--- src/rtl/tap_pkg.sv ---
// Shared types for the test access port controller: 1149.1 state codes and IR opcodes.
package tap_pkg;

    typedef enum logic [3:0] {
        TLR    = 4'hF,
        RTI    = 4'hC,
        SEL_DR = 4'h7,
        CAP_DR = 4'h6,
        SH_DR  = 4'h2,
        EX1_DR = 4'h1,
        PAU_DR = 4'h3,
        EX2_DR = 4'h0,
        UPD_DR = 4'h5,
        SEL_IR = 4'h4,
        CAP_IR = 4'hE,
        SH_IR  = 4'hA,
        EX1_IR = 4'h9,
        PAU_IR = 4'hB,
        EX2_IR = 4'h8,
        UPD_IR = 4'hD
    } tap_state_t;

    localparam logic [3:0] OP_BYPASS = 4'hF;
    localparam logic [3:0] OP_IDCODE = 4'h1;
    localparam logic [3:0] OP_EXTEST = 4'h0;
    localparam logic [3:0] OP_SAMPLE = 4'h2;

endpackage

--- src/rtl/tap_controller_if.sv ---
// Test-pin and data-register strobe bundle between the pin side (master) and the TAP (slave).
interface tap_controller_if #(
    parameter int IR_WIDTH = 4
);
    // Serial JTAG has no handshake: every rising clk consumes tms/tdi, and tdo is valid for the whole cycle.
    logic                tms;
    logic                tdi;
    logic                dr_tdo;
    logic                tdo;
    logic                tdo_en;
    logic                capture_dr;
    logic                shift_dr;
    logic                update_dr;
    logic [IR_WIDTH-1:0] ir_q;
    logic [3:0]          tap_state;

    modport master (
        output tms, tdi, dr_tdo,
        input  tdo, tdo_en, capture_dr, shift_dr, update_dr, ir_q, tap_state
    );

    modport slave (
        input  tms, tdi, dr_tdo,
        output tdo, tdo_en, capture_dr, shift_dr, update_dr, ir_q, tap_state
    );
endinterface

--- src/rtl/tap_fsm.sv ---
// 16-state 1149.1 TAP state machine: next-state decode of tms and the state register.
module tap_fsm
    import tap_pkg::*;
(
    input  logic       clk,
    input  logic       reset,
    input  logic       tms,
    output tap_state_t state
);

    always_ff @(posedge clk or negedge reset) begin
        if (!reset) begin
            state <= TLR;
        end else begin
            case (state)
                TLR:    state <= tms ? TLR    : RTI;
                RTI:    state <= tms ? SEL_DR : RTI;
                SEL_DR: state <= tms ? SEL_IR : CAP_DR;
                CAP_DR: state <= tms ? EX1_DR : SH_DR;
                SH_DR:  state <= tms ? EX1_DR : SH_DR;
                EX1_DR: state <= tms ? UPD_DR : PAU_DR;
                PAU_DR: state <= tms ? EX2_DR : PAU_DR;
                EX2_DR: state <= tms ? UPD_DR : SH_DR;
                UPD_DR: state <= tms ? SEL_DR : RTI;
                SEL_IR: state <= tms ? TLR    : CAP_IR;
                CAP_IR: state <= tms ? EX1_IR : SH_IR;
                SH_IR:  state <= tms ? EX1_IR : SH_IR;
                EX1_IR: state <= tms ? UPD_IR : PAU_IR;
                PAU_IR: state <= tms ? EX2_IR : PAU_IR;
                EX2_IR: state <= tms ? UPD_IR : SH_IR;
                UPD_IR: state <= tms ? SEL_DR : RTI;
                default: state <= TLR;
            endcase
        end
    end

endmodule

--- src/rtl/tap_controller.sv ---
// JTAG TAP controller: owns the instruction and bypass registers, decodes DR strobes and muxes tdo.
module tap_controller
    import tap_pkg::*;
#(
    parameter int                  IR_WIDTH  = 4,
    parameter logic [IR_WIDTH-1:0] IR_RESET  = IR_WIDTH'(OP_IDCODE),
    parameter logic [IR_WIDTH-1:0] IR_BYPASS = '1
) (
    input  logic             clk,
    input  logic             reset,
    tap_controller_if.slave  bus
);

    tap_state_t          state;
    logic [IR_WIDTH-1:0] ir_sr;
    logic [IR_WIDTH-1:0] ir_q;
    logic                bypass;

    tap_fsm u_fsm (
        .clk   (clk),
        .reset (reset),
        .tms   (bus.tms),
        .state (state)
    );

    // Every register acts on the edge leaving the state that owns it, so the
    // case selects on the current state rather than the next one.
    always_ff @(posedge clk or negedge reset) begin
        if (!reset) begin
            ir_sr  <= '0;
            ir_q   <= IR_RESET;
            bypass <= 1'b0;
        end else begin
            case (state)
                CAP_IR:  ir_sr  <= IR_WIDTH'(2'b01);
                SH_IR:   ir_sr  <= {bus.tdi, ir_sr[IR_WIDTH-1:1]};
                UPD_IR:  ir_q   <= ir_sr;
                TLR:     ir_q   <= IR_RESET;
                CAP_DR:  bypass <= 1'b0;
                SH_DR:   bypass <= bus.tdi;
                default: ;
            endcase
        end
    end

    assign bus.capture_dr = (state == CAP_DR);
    assign bus.shift_dr   = (state == SH_DR);
    assign bus.update_dr  = (state == UPD_DR);
    assign bus.tdo_en     = (state == SH_DR) || (state == SH_IR);
    assign bus.ir_q       = ir_q;
    assign bus.tap_state  = state;

    always_comb begin
        bus.tdo = 1'b0;
        if (state == SH_IR) begin
            bus.tdo = ir_sr[0];
        end else if (state == SH_DR) begin
            bus.tdo = (ir_q == IR_BYPASS) ? bypass : bus.dr_tdo;
        end
    end

endmodule

--- src/flat_wrapper.sv ---
// flat-port wrapper written by rule: the top's interface ports become plain ports
module tap_controller_flat import tap_pkg::*;
#(
    parameter int                  IR_WIDTH  = 4,
    parameter logic [IR_WIDTH-1:0] IR_RESET  = IR_WIDTH'(OP_IDCODE),
    parameter logic [IR_WIDTH-1:0] IR_BYPASS = '1
)
  (clk, reset, bus_tms, bus_tdi, bus_dr_tdo, bus_tdo, bus_tdo_en, bus_capture_dr, bus_shift_dr, bus_update_dr, bus_ir_q, bus_tap_state);
  tap_controller_if #(.IR_WIDTH(IR_WIDTH)) bus_i ();
  input  logic clk;
  input  logic reset;
  input wire logic [$bits(bus_i.tms)-1:0] bus_tms;
  input wire logic [$bits(bus_i.tdi)-1:0] bus_tdi;
  input wire logic [$bits(bus_i.dr_tdo)-1:0] bus_dr_tdo;
  output wire logic [$bits(bus_i.tdo)-1:0] bus_tdo;
  output wire logic [$bits(bus_i.tdo_en)-1:0] bus_tdo_en;
  output wire logic [$bits(bus_i.capture_dr)-1:0] bus_capture_dr;
  output wire logic [$bits(bus_i.shift_dr)-1:0] bus_shift_dr;
  output wire logic [$bits(bus_i.update_dr)-1:0] bus_update_dr;
  output wire logic [$bits(bus_i.ir_q)-1:0] bus_ir_q;
  output wire logic [$bits(bus_i.tap_state)-1:0] bus_tap_state;
  assign bus_i.tms = bus_tms;
  assign bus_i.tdi = bus_tdi;
  assign bus_i.dr_tdo = bus_dr_tdo;
  assign bus_tdo = bus_i.tdo;
  assign bus_tdo_en = bus_i.tdo_en;
  assign bus_capture_dr = bus_i.capture_dr;
  assign bus_shift_dr = bus_i.shift_dr;
  assign bus_update_dr = bus_i.update_dr;
  assign bus_ir_q = bus_i.ir_q;
  assign bus_tap_state = bus_i.tap_state;
  tap_controller #(.IR_WIDTH(IR_WIDTH), .IR_RESET(IR_RESET), .IR_BYPASS(IR_BYPASS)) u_core (.clk(clk), .reset(reset), .bus(bus_i));
endmodule
--- config.mk ---
export PLATFORM = sky130hd
export DESIGN_NAME = tap_controller_flat
export DESIGN_NICKNAME = d
export VERILOG_FILES = /design/src/rtl/tap_pkg.sv /design/src/rtl/tap_controller_if.sv /design/src/rtl/tap_fsm.sv /design/src/rtl/tap_controller.sv /design/src/flat_wrapper.sv
export SDC_FILE = /design/constraint.sdc
export NUM_CORES = 1
export LEC_CHECK = 0
export CAP_MARGIN = 40
export CORE_MARGIN = 10
export CORE_UTILIZATION = 29
export CTS_CLUSTER_DIAMETER = 200
export DETAILED_ROUTE_END_ITERATION = 10
export GPL_TIMING_DRIVEN = 0
export PLACE_DENSITY = 0.6
export SLEW_MARGIN = 20
export SYNTH_ARGS = -nofsm -noshare
export SYNTH_HDL_FRONTEND = slang
export SYNTH_HIERARCHICAL = 1
export SYNTH_SLANG_ARGS = --single-unit
--- constraint.sdc ---
create_clock -name clk -period 1.3 [get_ports clk]
set_clock_uncertainty 0.15 [all_clocks]
set_input_delay 0.13 -clock clk [delete_from_list [all_inputs] [get_ports clk]]
set_output_delay 0.13 -clock clk [all_outputs]
set_load 0.005 [all_outputs]
==> Word level (Yosys, flattened, before mapping) <==
Cells that the tools add are included.
{ "op_classes": {"eq_ne": 16, "mux": 19, "n_reduce_logical": 8} }
{ "ops": {"columns": ["op", "count"], "rows": [
  ["$pmux 4 s12", 1],
  ["$eq 4x4->1 const B", 9],
  ["$eq 4x3->1 const B", 4],
  ["$pmux 4 s2", 2],
  ["$mux 2", 6],
  ["$mux 3", 4],
  ["$eq 4x2->1 const B", 2],
  ["$reduce_bool 2->1", 3],
  ["$eq 4x1->1 const B", 1],
  ["$logic_not 4->1", 1],
  ["$mux 1", 4],
  ["$mux 4", 1],
  ["$reduce_or 2->1", 2],
  ["$reduce_or 3->1", 1],
  ["$pmux 1 s2", 1],
  ["$logic_or 1x1->1", 1]
]} }
{ "word_totals": {"regBits": 13, "in_bits": 5, "out_inout_bits": 13} }

==> Longest topological paths before layout <==
Gate-level depths: netlist of run 1.
{ "depth": {"word_depth": 4, "ltp_mapped": 4} }

==> Modules after synthesis <==
Netlist of run 1, hierarchy kept.
{ "modules_own_cells": {"columns": ["module", "n_inst", "cells_each", "area_each_um2", "seq_area_each_um2"], "rows": [
  ["tap_controller", 1, 48, 442.9, 226.5],
  ["tap_fsm", 1, 19, 197.7, 105.1]
]} }

==> Worst setup path before layout of run 1 <==
OpenSTA, ideal clock, no wires.
{ "synth_timing": {"path_kind": "register to output", "start": "register u_core.ir_q[0], in the netlist u_core/bus.ir_q[0]", "end": "output bus_tdo", "arrival_time_ns": 1.119, "t_required_ns": 1.020, "path_slack_ns": -0.099, "stages_incl_launch_ff": 4, "n_path_buf": 0, "path_cell_list": "dfstp_2 nand4_1 mux2_1 o211a_1"} }
{ "synth_between": {"elab_chain_len": 4} }
{ "synth_lines": {"columns": ["item", "line", "rtl"], "rows": [
  ["from (decl)", "tap_controller.sv:16", "logic [IR_WIDTH-1:0] ir_q;"],
  ["from (signal assigned)", "tap_controller.sv:37", "UPD_IR: ir_q <= ir_sr;"],
  ["$eq 4x4->1", "tap_controller.sv:58", "bus.tdo = (ir_q == IR_BYPASS) ? bypass : bus.dr_tdo;"],
  ["$mux 1", "tap_controller.sv:58", null],
  ["$mux 1", "tap_controller.sv:57", "end else if (state == SH_DR) begin"],
  ["$mux 1", "tap_controller.sv:55", "if (state == SH_IR) begin"],
  ["to (decl)", "flat_wrapper.sv:15", "output wire logic [$bits(bus_i.tdo)-1:0] bus_tdo;"]
]} }
No other way between the ends.

==> Worst setup path in the final report of run 1 <==
Same ends and word-level chain as after synthesis.

==> flow_metrics.env, run 1 <==
export IMPL_status="complete, but fails checks"
export IMPL_violations="setup timing"
export IMPL_dp_hpwl_um=1137
export IMPL_rsz0062_at_grt="yes"
export IMPL_final_max_slew_viol_count=0
export IMPL_drcViolationCount=0
export IMPL_area_delta_synth_final_pct=80.47
export IMPL_seq_area_frac_synth_pct=51.76
export IMPL_endpoint_kind="output pin"
export IMPL_ant_nets=0
export IMPL_numPortBuffers=17
export IMPL_viasPerCell=4.801
export IMPL_ys_types=22
export IMPL_clockBufferDepth=2
export IMPL_cts_clk_slew_worst_paths_ns=0.09
export IMPL_power_switching_mw=1.048
export IMPL_holdBufCountCts=0
export IMPL_synth_top_cells_by_area="dfrtp_1 (31%), dfstp_2 (21%), o21ai_0 (8.6%), nand2b_1 (7.8%), nand2_1 (6.4%)"
export IMPL_yosys_warnings=6
export IMPL_cp_max_fo=2
export IMPL_core_area_um2=2022
export IMPL_grt_pass1_vias=696
export IMPL_timing_max_slew_rel_slack_pct=59.68
export IMPL_drt_iter0_markers=10
export IMPL_power_frac_clock_pct=9.2
export IMPL_power_density_nw_per_um2=2466
export IMPL_hold_violations=0
export IMPL_wl_um=1887
export IMPL_ys_flop_type="dfrtp_1"
export IMPL_multi_input_area_um2=392.9
export IMPL_drive_above_1_share_pct=56.88
export IMPL_switching_share_pct=36.74
export IMPL_p_comb_share_pct=64.0
export IMPL_antenna_found_initial=0
export IMPL_routabilityCongestion=0.7091
export IMPL_crit_type="flip-flop to output pin"
export IMPL_critPathLaunchType="flip-flop"
export IMPL_async_flop_share_pct=100.0
export IMPL_hold_path_class="input port to asynchronous set/reset pin"
export IMPL_dpl_cell_area_um2=879.6
export IMPL_synth_fa_ha_area_share_pct=0
export IMPL_io_pins=18
export IMPL_period_share_pct=142.1
export IMPL_h_tree_depth=1
export IMPL_final_area_um2=1156
export IMPL_grt_usage_pct=9.572
export IMPL_synthCells=67
export IMPL_nets=115
export IMPL_power_leakage_nw=0.5326
export IMPL_nFillCells=189
export IMPL_synth_area_um2=640.6
export IMPL_setup_viol=22
export IMPL_yosysTopAreaCell="dfrtp_1"
export IMPL_synth_commonest_cells="nand2_1 (11), o21ai_0 (11), dfrtp_1 (8), nand2b_1 (8)"
export IMPL_cts_tree="built"
export IMPL_vias=653
export IMPL_clock_fmax_mhz=541.4
export IMPL_p_int_mw=1.804
export IMPL_synth_simple_gate_area_share_pct=28.71
export IMPL_detail_route_wl_per_cell_um=13.88
export IMPL_grt_max_degree=14
export IMPL_synth_area_mux_share_pct=1.758
export IMPL_pwr_share_seq_pct=26.8
export IMPL_cap_viol_max_count=0
export IMPL_synth_edf_count=0
export IMPL_worst_pin_slew_ns=0.6029
export IMPL_synth_top_cell_area_share_pct=31.25
export IMPL_clk_latency_ns=0.28
export IMPL_route_layer_met1_wl_um=733
export IMPL_postSynthAreaPerCell_um2=9.561
export IMPL_met3WireLength_um=146
export IMPL_seqCellArea_um2=331.6
export IMPL_ys_ff_latch=13
export IMPL_synth_compound_area_share_pct=16.21
export IMPL_cp_required_ns=1.02
export IMPL_wl_met2_um=985
export IMPL_cts_sinks=13
export IMPL_cp_data_arrival_time_ns=1.57
export IMPL_highest_layer="met4"
export IMPL_grt_overflow_total=0
export IMPL_clock_root_buffer="clkbuf_4"
export IMPL_std_cell_rows=16
export IMPL_synthXorXnorAreaFrac_pct=0
export IMPL_grt_pass1_wl_um=3256
export IMPL_synth_top_family_by_area="simple AND/OR/NAND/NOR gates"
export IMPL_dpl_worst_slack_ns=-0.6345
export IMPL_synth_net_count=72
export IMPL_dieArea_um2=4489
export IMPL_drtPass1Iterations=4
export IMPL_fin_ws_ns=-0.5471
export IMPL_vdd_drop_max_uv=1641
export IMPL_n_antenna_cell=0
export IMPL_initial_core_util_pct=31.68
export IMPL_cts_buffers=3
export IMPL_die_x_um=67
export IMPL_fin_crit_ns=1.847
export IMPL_fin_setup_tns_ns=-2.996
export IMPL_die_h_um=67
cells in the final DEF, fill, tap and decap left out, drive strengths merged:
cell / n
o211ai: 1
o211a: 1
clkdlybuf4s50: 4
a22o: 1
o21ai: 11
mux2: 1
nand3b: 2
nand4: 2
clkbuf: 6
nor3: 1
dfstp: 5
nand3: 2
nor3b: 1
o31ai: 1
nor2b: 1
nor2: 5
nand2b: 8
dfrtp: 8
buf: 34
o21a: 1
a21boi: 1
nor4bb: 1
nand2: 11
layer usage:
metal / global-route usage, % / vias to the layer above
met5: 0 / -
met4: 4.615 / 0
met3: 3.846 / 4
met2: 17.30 / 14
met1: 9.194 / 316
li1: - / 319
what timing repair did:
| item | 4_1_cts | 5_1_grt |
|---|---|---|
| endpoints found under the setup margin | 22 | 26 |
| resized for setup | 83 | 18 |
| pin swaps | 9 | 11 |
| buffers inserted | 20 | 5 |
| hold endpoints to repair | 0 | 0 |
logic make-up (layout without fill, tap and decap cells):
kind of cell / count (synthesis) / in the layout
multiplexers: 1 / 1
buffers and inverters: 2 / 44
flip-flops: 13 / 13
AND/OR/NAND/NOR: 34 / 34
AO/OA/AOI/OAI: 17 / 17
layout make-up:
| cell class | count | share of cell area [%] |
|---|---|---|
| timing repair buffer | 38 | 29.87 |
| buffer | 2 | 2.273 |
| multi-input combinational | 52 | 33.98 |
| sequential | 13 | 28.68 |
| tap | 27 | 2.922 |
| clock buffer | 4 | 2.273 |
worst paths after layout:
| check | startpoint | endpoint | slack, ns | cells past startpoint |
|---|---|---|---|---|
| min in group clk | bus_tdi | u_core/bypass$_DFFE_PN0P_ | 0.32 | 3 |
| setup / recovery | u_core/bus.ir_q[0]$_DFFE_PN1P_ | bus_tdo | -0.55 | 4 |
| setup reg to reg | u_core/u_fsm/state[0]$_DFF_PN1_ | u_core/ir_sr[1]$_DFFE_PN0P_ | -0.18 | 6 |
| max in group asynchronous | reset | u_core/bus.ir_q[2]$_DFFE_PN0P_ | 0.53 | 1 |
| hold / removal | reset | u_core/bypass$_DFFE_PN0P_ | 0.07 | 1 |
| hold reg to reg | u_core/bypass$_DFFE_PN0P_ | u_core/bypass$_DFFE_PN0P_ | 0.36 | 2 |
worst max-delay path, cell delays in order, from the launching register on:
cell     delay, ns
dfstp_2       0.54
nand4_1       0.10
mux2_4        0.32
o211a_1       0.20
buf_2         0.12
sequential cells by signal (all words and copies together), names as in the netlist:
register,count
u_core/bypass,1
u_core/bus.ir_q,4
u_core/ir_sr,4
u_core/u_fsm/state,4
power groups by stage:
| stage | Clock, mW | Combinational (mW) | Sequential [mW] |
|---|---|---|---|
| global route | 0.296 | 2.00 | 0.789 |
| finish | 0.263 | 1.82 | 0.764 |
| floorplan | 0 | 0.540 | 0.843 |
| detailed placement | 0 | 0.936 | 0.893 |
| global placement | 0 | 0.927 | 0.883 |
| CTS | 0.266 | 1.72 | 0.761 |
per-stage QoR:
step,util [%],total power [mW],std cells,hold WS [ns]
final,57.18,2.851,136,0.06525
after global routing,57.18,3.082,136,0.1336
after CTS,55.88,2.748,135,0.09388
after detailed placement,43.50,1.829,111,0.3404
after global placement,43.50,1.811,111,0.3273
after floorplan,-,1.383,67,-0.3156
(Power assumes the default switching activity.)
==> inputs of run 2 (changes only) <==
==> constraint.sdc (replaced) <==
create_clock -name clk -period 1.5 [get_ports clk]
set_clock_uncertainty 0.15 [all_clocks]
set_input_delay 0.15 -clock clk [delete_from_list [all_inputs] [get_ports clk]]
set_output_delay 0.15 -clock clk [all_outputs]
set_load 0.005 [all_outputs]
==> run 2 against run 1 <==
The run still ends with setup timing left. Worst setup slack better by 0.21 ns. Sequential power down 13%. Clock power down 17%. First-iteration DRC count up 10%. Die area unchanged. Non-clock buffer count down 2. Via count down 2.5%. Routed wire length down 6.6%. Largest cell class unchanged. Largest power group unchanged.
==> flow_metrics.env, run 2 (synthesis results as in run 1) <==
export IMPL_final_area_um2=1076
export IMPL_vias=637
export IMPL_fin_ws_ns=-0.3417
export IMPL_grt_pass1_wl_um=2863
export IMPL_cp_data_arrival_time_ns=1.54
export IMPL_period_share_pct=122.8
export IMPL_final_max_slew_viol_count=0
export IMPL_viasPerCell=4.754
export IMPL_power_switching_uw=792.4
export IMPL_drtPass1Iterations=4
export IMPL_holdBufCountCts=0
export IMPL_switching_share_pct=35.66
export IMPL_drive_above_1_share_pct=42.06
export IMPL_hold_path_class="input port to asynchronous set/reset pin"
export IMPL_p_comb_share_pct=60.2
export IMPL_p_int_mw=1.430
export IMPL_grt_max_degree=14
export IMPL_clock_fmax_mhz=543.0
export IMPL_met3WireLength_um=138
export IMPL_ant_nets=0
export IMPL_route_layer_met1_wl_um=694
export IMPL_seqCellArea_um2=331.6
export IMPL_nFillCells=195
export IMPL_cts_tree="built"
export IMPL_fin_crit_ns=1.842
export IMPL_highest_layer="met4"
export IMPL_area_delta_synth_final_pct=67.97
export IMPL_nets=113
export IMPL_routabilityCongestion=0.6861
export IMPL_dieArea_um2=4489
export IMPL_multi_input_area_um2=355.3
export IMPL_worst_pin_slew_ns=0.5874
export IMPL_critPathLaunchType="flip-flop"
export IMPL_detail_route_wl_per_cell_um=13.15
export IMPL_cts_clk_slew_worst_paths_ns=0.08
export IMPL_clockBufferDepth=2
export IMPL_hold_violations=0
export IMPL_grt_usage_pct=8.445
export IMPL_std_cell_rows=16
export IMPL_reg_top3="u_core/bus.ir_q: 4 flops, u_core/ir_sr: 4 flops, u_core/u_fsm/state: 4 flops"
export IMPL_initial_core_util_pct=31.68
export IMPL_final_common_cell="buf_4"
export IMPL_cts_sinks=13
export IMPL_wl_met2_um=906
export IMPL_p_total_mw=2.222
export IMPL_clk_latency_ns=0.28
export IMPL_cp_required_ns=1.20
export IMPL_wl_um=1762
export IMPL_numPortBuffers=17
export IMPL_setup_viol=5
export IMPL_drt_iter0_markers=11
export IMPL_cts_buffers=3
export IMPL_clock_root_buffer="clkbuf_4"
export IMPL_timing_max_slew_rel_slack_pct=60.72
export IMPL_pwr_share_seq_pct=29.9
export IMPL_power_frac_clock_pct=9.8
export IMPL_grt_pass1_vias=636
export IMPL_grt_overflow_total=0
export IMPL_n_antenna_cell=0
export IMPL_dpl_worst_slack_ns=-0.4618
export IMPL_cap_viol_max_count=0
export IMPL_dpl_cell_area_um2=844.6
export IMPL_drcViolationCount=0
export IMPL_power_leakage_nw=0.5331
export IMPL_vdd_drop_max_uv=1223
export IMPL_dp_hpwl_um=1072
export IMPL_status="complete, but fails checks"
export IMPL_power_density_nw_per_um2=2065
export IMPL_die_x_um=67
export IMPL_violations="setup timing"
export IMPL_antenna_found_initial=0
export IMPL_io_pins=18
export IMPL_cp_max_fo=2
export IMPL_layout_common_cells="buf_4 (14), nand2_1 (11), dfrtp_1 (8), nand2b_1 (7), o21ai_0 (7)"
export IMPL_rsz0062_at_grt="yes"
export IMPL_h_tree_depth=1
export IMPL_endpoint_kind="output pin"
export IMPL_die_h_um=67
export IMPL_crit_type="flip-flop to output pin"
export IMPL_core_area_um2=2022
run 2: cell types whose count changed in the layout (fill, tap and decap cells not counted), sizes merged:
cell,delta
buf,-7
clkdlybuf4s50,+1
dlygate4sd2,+2
dlymetal6s2s,+2
run 2: path summary, 6_finish.rpt:
kind                                                  from                              to  slack, ns  depth (start not counted)
max                         u_core/bus.ir_q[0]$_DFFE_PN1P_                         bus_tdo      -0.34                          4
min reg2reg                      u_core/bypass$_DFFE_PN0P_       u_core/bypass$_DFFE_PN0P_       0.35                          2
min in group clk                                   bus_tdi       u_core/bypass$_DFFE_PN0P_       0.33                          3
max reg2reg                u_core/u_fsm/state[1]$_DFF_PN1_     u_core/ir_sr[0]$_DFFE_PN0P_       0.02                          5
min                                                  reset     u_core/ir_sr[2]$_DFFE_PN0P_       0.09                          1
max in group asynchronous                            reset  u_core/bus.ir_q[1]$_DFFE_PN0P_       0.73                          1
run 2: layout make-up:
type                            count  share of cell area [%]
Buffer                              2                   2.442
Clock buffer                        4                   2.442
Multi-Input combinational cell     52                   33.02
Sequential cell                    13                   30.81
Tap cell                           27                   3.140
Timing Repair Buffer               36                   28.14
run 2: critical path: stages (launching register included):
cell     delay (ns)
dfstp_2        0.53
nand4_1        0.10
mux2_4         0.32
o211a_1        0.20
buf_2          0.12
run 2: layer usage:
layer / up-vias / global-route usage, %
met1: 296 / 8.302
met5: - / 0
met4: 0 / 4.615
met2: 16 / 13.51
met3: 4 / 5.184
li1: 321 / -
run 2: timing repair:
item	CTS	global route
setup endpoints to repair	17	17
cloned	0	0
gates resized for setup	45	14
pin swaps	2	7
setup buffers	11	10
run 2: per-stage QoR:
step	hold WS, ns	cells	util [%]	TNS, ns
3_3_place_gp	0.3281	111	41.77	-1.815
6_report	0.08822	134	53.22	-0.6584
3_5_place_dp	0.3295	111	41.77	-1.912
2_1_floorplan	-0.2956	67	-	0
5_1_grt	0.1332	134	53.22	-1.282
4_1_cts	0.1187	126	49.75	-0.9513
run 2: power by group through the flow:
stage               Sequential (mW)  Clock (mW)  Combinational, mW
finish                        0.665       0.218               1.34
global route                  0.687       0.256               1.47
CTS                           0.663       0.229               1.17
detailed placement            0.761           0              0.735
global placement              0.751           0              0.729
floorplan                     0.715           0              0.397
==> inputs of run 3 (changes only) <==
--- a/config.mk
+++ b/config.mk
@@ -11,7 +11,7 @@
 export CTS_CLUSTER_DIAMETER = 200
 export DETAILED_ROUTE_END_ITERATION = 10
 export GPL_TIMING_DRIVEN = 0
-export PLACE_DENSITY = 0.6
+export PLACE_DENSITY = 0.58
 export SLEW_MARGIN = 20
 export SYNTH_ARGS = -nofsm -noshare
 export SYNTH_HDL_FRONTEND = slang
==> constraint.sdc (replaced) <==
create_clock -name clk -period 2.2 [get_ports clk]
set_clock_uncertainty 0.15 [all_clocks]
set_input_delay 0.22 -clock clk [delete_from_list [all_inputs] [get_ports clk]]
set_output_delay 0.22 -clock clk [all_outputs]
set_load 0.005 [all_outputs]
==> run 3 against run 2 <==
The run now ends clean. Cell count is 14% lower. Combinational power decreased by 60%. Worst setup slack better by 0.48 ns. Worst hold slack better by 0.077 ns. Sequential share of layout area up 6.6 points. Clock power down 35%. Global-route usage decreased by 1.3 points. Design area is 18% lower. Largest cell class is now registers. Highest routed layer unchanged.
==> flow_metrics.env, run 3 (synthesis results as in run 1) <==
export IMPL_use_met2_pct=11.26
export IMPL_crit_type="flip-flop to output pin"
export IMPL_dpl_cell_area_um2=844.6
export IMPL_cts_tree="built"
export IMPL_vias=541
export IMPL_switching_share_pct=36.08
export IMPL_dieArea_um2=4489
export IMPL_grt_max_degree=17
export IMPL_cts_buffers=3
export IMPL_final_area_um2=885.9
export IMPL_layout_common_cells="clkdlybuf4s50_1 (15), nand2_1 (11), o21ai_0 (11), nand2b_1 (8), dfrtp_1 (8)"
export IMPL_cp_slowest_cell="dfstp_2"
export IMPL_pwr_share_seq_pct=42.4
export IMPL_area_delta_synth_final_pct=38.28
export IMPL_viasPerCell=4.704
export IMPL_p_total_mw=1.169
export IMPL_core_area_um2=2022
export IMPL_endpoint_kind="output pin"
export IMPL_die_x_um=67
export IMPL_vdd_drop_max_uv=565.9
export IMPL_grt_pass1_wl_um=2470
export IMPL_cts_clk_slew_worst_paths_ns=0.08
export IMPL_critPathLaunchType="flip-flop"
export IMPL_drive_above_1_share_pct=13.64
export IMPL_crit_buf_inv=1
export IMPL_cap_viol_max_count=0
export IMPL_cts_sinks=13
export IMPL_cpLargestDelayFamily="flip-flops"
export IMPL_antenna_found_initial=0
export IMPL_critPathMaxStageDelay_ns=0.54
export IMPL_fin_crit_ns=2.057
export IMPL_drcViolationCount=0
export IMPL_cp_required_ns=1.83
export IMPL_timing_max_slew_rel_slack_pct=61.42
export IMPL_hold_path_class="input port to asynchronous set/reset pin"
export IMPL_grt_most_used_layer="met2"
export IMPL_clock_fmax_mhz=486.0
export IMPL_grtUsageMet1_pct=7.670
export IMPL_power_switching_uw=421.9
export IMPL_period_share_pct=93.52
export IMPL_reg_top3="u_core/bus.ir_q: 4 flops, u_core/ir_sr: 4 flops, u_core/u_fsm/state: 4 flops"
export IMPL_hold_violations=0
export IMPL_cp_data_arrival_time_ns=1.69
export IMPL_dp_hpwl_um=1075
export IMPL_setup_viol=0
export IMPL_routabilityCongestion=0.6894
export IMPL_whs_ns=0.1655
export IMPL_status="complete, no violations"
export IMPL_std_cell_rows=16
export IMPL_detail_route_wl_per_cell_um=12.41
export IMPL_drtPass1Iterations=4
export IMPL_clk_latency_ns=0.27
export IMPL_clockBufferDepth=2
export IMPL_grt_pass1_vias=550
export IMPL_power_leakage_nw=0.3727
export IMPL_grtUsageMet3_pct=3.846
export IMPL_numPortBuffers=17
export IMPL_rsz0062_at_grt="no"
export IMPL_final_max_slew_viol_count=0
export IMPL_cp_cell_sequence="nand4_1 > mux2_1 > o211a_1 > dlygate4sd2_1"
export IMPL_cp_max_fo=3
export IMPL_power_density_nw_per_um2=1320
export IMPL_grt_usage_pct=7.109
export IMPL_worst_pin_slew_ns=0.5769
export IMPL_ant_nets=0
export IMPL_final_common_cell="clkdlybuf4s50_1"
export IMPL_initial_core_util_pct=31.68
export IMPL_ff2ff_setup_slack_ns=0.65
export IMPL_p_comb_share_pct=45.4
export IMPL_p_int_uw=747.3
export IMPL_power_frac_clock_pct=12.2
export IMPL_die_h_um=67
export IMPL_h_tree_depth=1
export IMPL_wl_um=1427
export IMPL_clock_root_buffer="clkbuf_4"
export IMPL_grt_overflow_total=0
export IMPL_io_pins=18
export IMPL_nets=94
export IMPL_n_antenna_cell=0
export IMPL_fin_setup_tns_ns=0
export IMPL_drt_iter0_markers=10
run 3: cell type report:
type,instances,area [um2]
flip-flops and latches,13,331.6
multi-input cells,52,314.1
fillers,210,1136
well taps,27,33.78
plain buffers,1,5.005
repair buffers,18,175.2
clock buffers,4,26.28
run 3: stage by stage:
step	setup WS [ns]	instances	util, %
final	0.1426	115	43.81
after global routing	0.05480	115	43.81
after detailed placement	0.1719	111	41.77
after floorplan	0.7114	67	-
after CTS	0.1006	115	43.81
after global placement	0.1894	111	41.77
run 3: routing by layer:
layer,part of all wire [%],up-vias
met4,0.35,0
met1,42,250
met3,11,2
li1,-,277
met2,46,12
met5,0,-
run 3: worst paths after layout:
check / depth (start not counted) / end / startpoint
max: 4 / bus_tdo / u_core/bus.ir_q[0]$_DFFE_PN1P_
min: 1 / u_core/bus.ir_q[3]$_DFFE_PN0P_ / reset
max reg2reg: 4 / u_core/bus.ir_q[1]$_DFFE_PN0P_ / u_core/u_fsm/state[3]$_DFF_PN1_
min reg2reg: 2 / u_core/bus.ir_q[0]$_DFFE_PN1P_ / u_core/bus.ir_q[0]$_DFFE_PN1P_
max in group asynchronous: 1 / u_core/u_fsm/state[2]$_DFF_PN1_ / reset
min in group clk: 2 / u_core/bus.ir_q[0]$_DFFE_PN1P_ / u_core/bus.ir_q[0]$_DFFE_PN1P_
run 3: power by group through the flow:
| stage | Clock, mW | Combinational (mW) | Sequential, mW |
|---|---|---|---|
| floorplan | 0 | 0.271 | 0.488 |
| global placement | 0 | 0.498 | 0.513 |
| detailed placement | 0 | 0.502 | 0.516 |
| CTS | 0.155 | 0.542 | 0.500 |
| global route | 0.163 | 0.606 | 0.520 |
| finish | 0.142 | 0.531 | 0.496 |
run 3: timing repair:
item	CTS	global route
hold buffers	0	0
gates resized for setup	4	0
setup endpoints to repair	3	0
setup buffers	1	0
